## src/rtl/cnf_stream_loader_if.sv

```systemverilog
// Memory read-burst bus and literal load stream of the CNF loader.
// The loader is the master; the memory controller / solver array side is the slave.
interface cnf_stream_loader_if;
  logic        mem_read_req;
  logic [31:0] mem_read_addr;
  logic [7:0]  mem_read_len;
  logic        mem_read_grant;
  logic [31:0] mem_read_data;
  logic        mem_read_valid;

  logic        load_valid;
  logic [31:0] load_literal;
  logic        load_clause_end;
  logic        load_ready;

  modport master (
    output mem_read_req, mem_read_addr, mem_read_len,
    input  mem_read_grant, mem_read_data, mem_read_valid,
    output load_valid, load_literal, load_clause_end,
    input  load_ready
  );

  modport slave (
    input  mem_read_req, mem_read_addr, mem_read_len,
    output mem_read_grant, mem_read_data, mem_read_valid,
    input  load_valid, load_literal, load_clause_end,
    output load_ready
  );
endinterface

```

## src/rtl/cnf_stream_loader.sv

```systemverilog
// Fetches a zero-terminated DIMACS literal image from memory in bursts and
// re-encodes it as a valid/ready literal stream with an in-band clause_end flag.
module cnf_stream_loader #(
  parameter int BURST_LEN  = 16,
  parameter int FIFO_DEPTH = 32,
  parameter int AUTO_START = 1
) (
  input  logic        clk,
  input  logic        rst,
  input  logic        cfg_start,
  input  logic [31:0] cfg_base_addr,
  input  logic [31:0] cfg_num_words,
  output logic        busy,
  output logic        done,
  output logic        error,
  output logic [31:0] stat_clauses,
  output logic        solve_start,
  cnf_stream_loader_if.master bus
);
  localparam int AW = $clog2(FIFO_DEPTH);
  localparam int CW = AW + 1;

  typedef enum logic [2:0] {IDLE, REQ, WAIT, FLUSH, DONE} state_t;
  state_t state, state_nxt;

  logic [31:0]   cur_addr, remaining;
  logic [7:0]    req_len, burst_len_q, beat_cnt;
  logic [31:0]   fifo_mem [FIFO_DEPTH];
  logic [AW-1:0] wr_ptr, rd_ptr;
  logic [CW-1:0] fifo_count;
  logic [31:0]   fifo_free, head;
  logic          fifo_empty, push, pop;
  logic          held_valid, held_valid_nxt;
  logic [31:0]   held_lit, held_lit_nxt;
  logic          start_accept, granted, last_beat, fetch_done, handshake, drained;

  assign fifo_empty   = (fifo_count == '0);
  assign head         = fifo_mem[rd_ptr];
  assign fifo_free    = 32'(FIFO_DEPTH) - 32'(fifo_count);
  assign req_len      = (remaining >= 32'(BURST_LEN)) ? 8'(BURST_LEN) : remaining[7:0];
  assign start_accept = cfg_start && (state == IDLE);

  // A burst is only requested once the FIFO can absorb all of it, so beats never stall.
  assign bus.mem_read_req  = (state == REQ) && (fifo_free >= 32'(req_len));
  assign bus.mem_read_addr = cur_addr;
  assign bus.mem_read_len  = req_len;
  assign granted           = bus.mem_read_req && bus.mem_read_grant;
  assign push              = (state == WAIT) && bus.mem_read_valid;
  assign last_beat         = push && (beat_cnt == burst_len_q - 8'd1);
  assign fetch_done        = (state == FLUSH);

  assign bus.load_valid      = held_valid && (!fifo_empty || fetch_done);
  assign bus.load_literal    = held_lit;
  assign bus.load_clause_end = bus.load_valid && (fifo_empty || head == '0);
  assign handshake           = bus.load_valid && bus.load_ready;

  assign busy        = (state == REQ) || (state == WAIT) || (state == FLUSH);
  assign done        = (state == DONE);
  assign solve_start = (AUTO_START != 0) && done;

  // Refill the held register when it is empty or being transferred; zeros only ever close a clause.
  always_comb begin
    pop            = 1'b0;
    held_valid_nxt = held_valid;
    held_lit_nxt   = held_lit;
    if (!held_valid || handshake) begin
      if (!fifo_empty) begin
        pop            = 1'b1;
        held_valid_nxt = (head != '0);
        held_lit_nxt   = head;
      end else begin
        held_valid_nxt = 1'b0;
      end
    end
  end

  assign drained = (fifo_empty || (fifo_count == CW'(1) && pop)) && !held_valid_nxt;

  always_comb begin
    state_nxt = state;
    case (state)
      IDLE:  if (start_accept) state_nxt = (cfg_num_words == '0) ? FLUSH : REQ;
      REQ:   if (granted) state_nxt = WAIT;
      WAIT:  if (last_beat) state_nxt = (remaining != '0) ? REQ : FLUSH;
      FLUSH: if (drained) state_nxt = DONE;
      DONE:  state_nxt = IDLE;
      default: state_nxt = IDLE;
    endcase
  end

  always_ff @(posedge clk) begin
    if (rst) begin
      state        <= IDLE;
      cur_addr     <= '0;
      remaining    <= '0;
      burst_len_q  <= '0;
      beat_cnt     <= '0;
      wr_ptr       <= '0;
      rd_ptr       <= '0;
      fifo_count   <= '0;
      held_valid   <= 1'b0;
      held_lit     <= '0;
      error        <= 1'b0;
      stat_clauses <= '0;
    end else begin
      state <= state_nxt;
      if (start_accept) begin
        cur_addr     <= cfg_base_addr;
        remaining    <= cfg_num_words;
        stat_clauses <= '0;
        error        <= 1'b0;
      end
      if (granted) begin
        cur_addr    <= cur_addr + 32'(req_len);
        remaining   <= remaining - 32'(req_len);
        burst_len_q <= req_len;
        beat_cnt    <= '0;
      end
      if (push) beat_cnt <= beat_cnt + 8'd1;
      // Any beat the fetch FSM is not waiting for is a protocol error and is dropped.
      if (bus.mem_read_valid && state != WAIT) error <= 1'b1;
      if (push) wr_ptr <= wr_ptr + AW'(1);
      if (pop)  rd_ptr <= rd_ptr + AW'(1);
      fifo_count <= fifo_count + CW'(push) - CW'(pop);
      held_valid <= held_valid_nxt;
      held_lit   <= held_lit_nxt;
      if (handshake && bus.load_clause_end) stat_clauses <= stat_clauses + 32'd1;
    end
  end

  always_ff @(posedge clk) begin
    if (push) fifo_mem[wr_ptr] <= bus.mem_read_data;
  end
endmodule
```

## src/flat_wrapper.sv

```systemverilog
// flat-port wrapper written by rule: the top's interface ports become plain ports
module cnf_stream_loader_flat 
#(
  parameter int BURST_LEN  = 16,
  parameter int FIFO_DEPTH = 32,
  parameter int AUTO_START = 1
)
  (clk, rst, cfg_start, cfg_base_addr, cfg_num_words, busy, done, error, stat_clauses, solve_start, bus_mem_read_req, bus_mem_read_addr, bus_mem_read_len, bus_mem_read_grant, bus_mem_read_data, bus_mem_read_valid, bus_load_valid, bus_load_literal, bus_load_clause_end, bus_load_ready);
  cnf_stream_loader_if bus_i ();
  input  logic clk;
  input  logic rst;
  input  logic cfg_start;
  input  logic [31:0] cfg_base_addr;
  input  logic [31:0] cfg_num_words;
  output logic busy;
  output logic done;
  output logic error;
  output logic [31:0] stat_clauses;
  output logic solve_start;
  output wire logic [$bits(bus_i.mem_read_req)-1:0] bus_mem_read_req;
  output wire logic [$bits(bus_i.mem_read_addr)-1:0] bus_mem_read_addr;
  output wire logic [$bits(bus_i.mem_read_len)-1:0] bus_mem_read_len;
  input wire logic [$bits(bus_i.mem_read_grant)-1:0] bus_mem_read_grant;
  input wire logic [$bits(bus_i.mem_read_data)-1:0] bus_mem_read_data;
  input wire logic [$bits(bus_i.mem_read_valid)-1:0] bus_mem_read_valid;
  output wire logic [$bits(bus_i.load_valid)-1:0] bus_load_valid;
  output wire logic [$bits(bus_i.load_literal)-1:0] bus_load_literal;
  output wire logic [$bits(bus_i.load_clause_end)-1:0] bus_load_clause_end;
  input wire logic [$bits(bus_i.load_ready)-1:0] bus_load_ready;
  assign bus_mem_read_req = bus_i.mem_read_req;
  assign bus_mem_read_addr = bus_i.mem_read_addr;
  assign bus_mem_read_len = bus_i.mem_read_len;
  assign bus_i.mem_read_grant = bus_mem_read_grant;
  assign bus_i.mem_read_data = bus_mem_read_data;
  assign bus_i.mem_read_valid = bus_mem_read_valid;
  assign bus_load_valid = bus_i.load_valid;
  assign bus_load_literal = bus_i.load_literal;
  assign bus_load_clause_end = bus_i.load_clause_end;
  assign bus_i.load_ready = bus_load_ready;
  cnf_stream_loader #(.BURST_LEN(BURST_LEN), .FIFO_DEPTH(FIFO_DEPTH), .AUTO_START(AUTO_START)) u_core (.clk(clk), .rst(rst), .cfg_start(cfg_start), .cfg_base_addr(cfg_base_addr), .cfg_num_words(cfg_num_words), .busy(busy), .done(done), .error(error), .stat_clauses(stat_clauses), .solve_start(solve_start), .bus(bus_i));
endmodule
```

## config.mk

```make
export PLATFORM = sky130hd
export DESIGN_NAME = cnf_stream_loader_flat
export DESIGN_NICKNAME = d
export VERILOG_FILES = /design/src/rtl/cnf_stream_loader_if.sv /design/src/rtl/cnf_stream_loader.sv /design/src/flat_wrapper.sv
export SDC_FILE = /design/constraint.sdc
export NUM_CORES = 1
export LEC_CHECK = 0
export CORE_AREA = 2 2 270 339
export DETAILED_ROUTE_END_ITERATION = 10
export DIE_AREA = 0 0 272 341
export MAX_ROUTING_LAYER = met4
export PLACE_DENSITY = 0.73
export SLEW_MARGIN = 20
export SYNTH_ARGS = -nofsm -noshare
export SYNTH_HDL_FRONTEND = slang
export SYNTH_SLANG_ARGS = --single-unit
```

## constraint.sdc

```tcl
create_clock -name clk -period 12.6 [get_ports clk]
set_input_delay 1.26 -clock clk [delete_from_list [all_inputs] [get_ports clk]]
set_output_delay 1.26 -clock clk [all_outputs]
set_load 0.01 [all_outputs]
```

### Yosys cells after proc, flatten, opt, wreduce, memory -nomap -nowiden

Memories as Yosys holds them, arrays and structs flattened. A register that Yosys moved wholly into a read port is not among the register bits.
Cells that the tools add are included.

* register bits: 165
* bits in writable memories: 1024
* input port bits: 102
* output and inout port bits: 111
* word-level logic and storage cells: 96
* memories: 1

* $add $sub $neg: 10
* magnitude comparators: 2
* eq/ne operators: 11
* muxes and demuxes: 26
* bitwise logic cells: 1
* reductions and logical operators: 33

Memories
* u_core.fifo_mem: depth 32, bits a word 32, read ports 1, clocked after Yosys merged registers in 1, write ports 1, RTL line cnf_stream_loader.sv:28 `logic [31:0] fifo_mem [FIFO_DEPTH];`

Operator list (count)
* 2-to-1 mux 32 bit: 6
* zero test 32 bit: 2
* nonzero test 32 bit: 2
* adder 32 x 1 -> 32 bit (second input constant): 1
* adder 32 x 8 -> 32 bit: 1
* >= comparator 32 x 5 -> 1 bit (second input constant): 1
* >= comparator 32 x 8 -> 1 bit: 1
* subtractor 32 x 8 -> 32 bit: 1
* 2-to-1 mux 8 bit: 3
* logical AND 1 bit: 12
* 2-to-1 mux 3 bit: 4
* case mux 3 bit (4 select lines): 1
* adder 5 x 1 -> 5 bit (second input constant): 2
* 2-to-1 mux 5 bit: 2
* adder 8 x 1 -> 8 bit (second input constant): 1
* == test 8 bit: 1
* 2-to-1 mux 1 bit: 8
* nonzero test 2 bit: 4
* subtractor 8 x 1 -> 8 bit (second input constant): 1
* subtractor 6 x 6 -> 7 bit (first input constant): 1
* adder 6 x 1 -> 6 bit: 1
* == test 3 x 2 -> 1 bit (second input constant): 2
* == test 6 x 1 -> 1 bit (second input constant): 1
* zero test 6 bit: 1
* 13 further kinds: 23

### Depth between registers and ports, before layout

* depth in word-level cells: 12
* mapped depth: 19
* mapped depth without buffers: 18

### Least setup slack after synthesis

Ideal clock, no wire load.

* kind: register -> output
* from: reg u_core.remaining[23]
* to: out bus_mem_read_req
* arrival time: 3.493 ns
* data required time: 11.340 ns
* setup slack: 7.847 ns
* stages on the path, launching flop included: 16
* path buffers: 1
* cell sequence: dfxtp_1 or4_4 nor4_2 nand2b_1 nor4_1 clkbuf_1 and2_1 ha_1 nand2b_1 a21o_1 a21o_1 a21o_1 a21o_1 a21oi_1 o21ai_0 and3_1

* longest elaborated chain between the ends: 4

RTL lines
* from (decl): RTL line cnf_stream_loader.sv:26 `logic [31:0] cur_addr, remaining;`
* from (signal assigned): RTL line cnf_stream_loader.sv:109 `remaining <= cfg_num_words;`
* from (signal assigned): RTL line cnf_stream_loader.sv:115 `remaining <= remaining - 32'(req_len);`
* >= comparator 32 x 5 -> 1 bit: RTL line cnf_stream_loader.sv:40 `assign req_len = (remaining >= 32'(BURST_LEN)) ? 8'(BURST_LEN) : remaining[7:0];`
* 2-to-1 mux 8 bit: RTL line cnf_stream_loader.sv:40
* via bus_mem_read_len[0]: RTL line flat_wrapper.sv:22 `output wire logic [$bits(bus_i.mem_read_len)-1:0] bus_mem_read_len;`
* >= comparator 32 x 8 -> 1 bit: RTL line cnf_stream_loader.sv:44 `assign bus.mem_read_req = (state == REQ) && (fifo_free >= 32'(req_len));`
* logical AND 1 bit: RTL line cnf_stream_loader.sv:44
* to (decl): RTL line flat_wrapper.sv:20 `output wire logic [$bits(bus_i.mem_read_req)-1:0] bus_mem_read_req;`

The timed path passes the listed nets, and every way through them passes these cells.

==> results.cfg <==
[critical_path]
critPathArrivalTime_ns = 6.24
crit_path_end_kind = primary output
crit_path_start_kind = register
worstPathRequired_ns = 11.34
critPathMaxFanout = 60
path_class = reg2out

[timing]
worstMarginPinSlew_ns = 1.08
slew_violations = 0
fmax_mhz = 133
period_needed_ns = 7.50
hold_ws_ns = 0.454
timing_hold_violations_final = 0
rsz0062_at_grt = false
fin_crit_sh_pct = 59.5
fin_skew_ns = 0.0339
fin_ws_ns = 5.10
tns_ns = 0
slew_headroom_pct = 28.2
setup_viol = 0

[worst_hold_path]
hp-class = reg2reg

[synthesis]
syn-instance-count = 3367
synth_cell_types = 66
syn_area_mm2 = 0.0488
yosysWarnings = 0
synth_edf_count = 1024
synth_simple_gate_area_share_pct = 8.14
ys_ff_latch = 1194
syn_avg_cell_area_um2 = 14.5
muxShareOfSynthArea_pct = 10.6
synth_top_family_by_area = multiplexers
ys.flop_type = edfxtp_1
async_flop_share_pct = 0
synthAdderAreaFrac_pct = 1.06
synth_compound_area_share_pct = 7.03
yosysSeqAreaShare_pct = 69.9
synth_xor_xnor_area_share_pct = 0.717

[clock_tree]
cts_sinks = 1194
htreeDepth = 3
root_buffer = clkbuf_16
clk_pin_slew_worst_paths_ns = 0.06
post_cts_resized = 0
cts_buffers = 111
clk_latency_ns = 0.70
cts_setup_buffers = 0
cts_buffer_depth = 3
ctsHoldBuffers = 0
cts_tree = built

[layout]
fin_cells = 4850
layout.nets = 3707
final_area_mm2 = 0.0559
layout-drive-gt1-share_pct = 8.06
syn2layout_area_growth_pct = 14.4
fin_util_pct = 62.5

[route]
vias = 30300
via_per_inst = 6.25
ant_nets = 0
finalWirelength_mm = 129
drtPass1Iterations = 6
route.detailed.drc = 0
drtIter0Drc = 3588
avgRoutedWirePerCell_um = 26.5

[floorplan]
chipWidth_um = 272
num_io_pins = 213
dieArea_mm2 = 0.0928
core_mm2 = 0.0894
die_h_um = 341
row_count = 123
start_util_pct = 54.6

[placement]
gp_congestion = 0.871
placedCellCount = 4639
port_buffers = 209
placed_cell_area_mm2 = 0.0522
place_ws_ns = 5.86
hpwl_mm = 69.0

[power_and_ir_drop]
ir_worst_vdd_mv = 0.155
cellLeakagePower_nw = 17.5
powerDensity_mw_per_mm2 = 182
power_mw = 10.2

[global_routing]
grt_antenna_before_repair = 3
overflow = 0
grt_usage_pct = 28.1
grt_pass1_wl_mm = 187
grt_max_degree = 84
grt_pass1_vias = 29100

[job]
max_cap_viol_count = 0

[outcome]
status = completed
[worst max-delay path: stages, from the launching register on]
cell and delay [ns]:
dfxtp_4 0.97, buf_4 0.93, buf_4 0.77, mux2i_1 0.29, a22oi_1 0.12, nand3_1 0.14, nand4_1 0.22, nor4_1 0.36
nand4_1 0.42, o21ai_2 0.44, and2_1 0.21, clkdlybuf4s50_1 0.57
[synthesized netlist by cell type, types with 12 or more instances]
master	count	share of area, %
nand4_1	59	0.76
a21oi_1	139	1.4
mux2i_1	514	11
clkbuf_1	68	0.52
buf_6	23	0.53
edfxtp_1	1024	63
nand2_1	187	1.4
o21ai_0	45	0.46
nor2_1	190	1.5
a22oi_1	203	3.1
nand3_1	189	1.9
a31oi_1	25	0.32
o211ai_1	17	0.26
inv_1	41	0.32
or3_1	28	0.36
nor4_1	24	0.31
buf_2	69	0.71
nor3_1	46	0.47
buf_4	26	0.40
nand2b_1	12	0.15
xor2_1	20	0.36
ha_1	38	0.97
xnor2_1	20	0.36
dfxtp_1	170	7.0
and3_1	22	0.28
[registers in the layout (all words and copies together) (netlist names), named ones only]
name and count:
u_core.held_valid 1, u_core.stat_clauses 32, u_core.bus.mem_read_addr 32, u_core.rd_ptr 5, u_core.error 1, u_core.remaining 32, u_core.burst_len_q 8, u_core.beat_cnt 8
u_core.bus.load_literal 32, u_core.wr_ptr 5, u_core.state 3, u_core.fifo_mem 1024, u_core.fifo_count 6
[cells in the final DEF (no fill, tap or decap), types with 65 or more instances in the layout]
cell type / n
a21oi_1: 139
edfxtp_1: 1024
buf_4: 65
nor2_1: 157
nand3_1: 189
clkdlybuf4s50_1: 206
clkbuf_16: 118
dfxtp_1: 168
a22oi_1: 203
mux2i_1: 514
nand2_1: 187
[metal layers]
layer	up-vias	track usage (%)	share of wire, %	routed length [um]
met5	-	-	0	0
met4	0	11.1	3.9	4990
met3	305	4.57	8.3	10700
met2	1437	46.9	50	64400
met1	15200	34.5	38	48600
li1	13400	-	-	-
[power breakdown]
group	total [mW]	internal, mW	switching, mW
combinational	2.27	0.872	1.40
sequential	4.53	4.39	0.141
clock	3.37	1.92	1.45
[final cells by class]
| type | instances | area (um2) |
|---|---|---|
| sequential | 1194 | 34200 |
| fill | 6509 | 33600 |
| multi-input combinational | 1942 | 13800 |
| clock buffer | 144 | 3100 |
| timing repair buffer | 274 | 2570 |
| tap | 1187 | 1490 |
| clock inverter | 64 | 592 |
| inverter | 42 | 158 |
| antenna | 3 | 7.51 |
[cell families (layout without fill, tap and decap cells)]
kind of cell	Yosys count	after routing
DFF	1194	1194
and+or+nand+nor	822	822
AOI/OAI and AO/OA	515	515
muxes	515	515
buffers and inverters	239	524
adders and majority gates	40	40
xor gates and xnor gates	40	40
other	2	13
[final timing paths]
kind                             endpoint  cells past startpoint  slack [ns]               from
hold / removal          u_core.held_valid                      2        0.45  u_core.held_valid
hold reg to reg         u_core.held_valid                      2        0.45  u_core.held_valid
setup reg to reg  u_core.stat_clauses[31]                     13        6.61           register
setup / recovery      bus_load_clause_end                     11        5.10           register
Note: power is estimated with default switching activity, not from simulation.
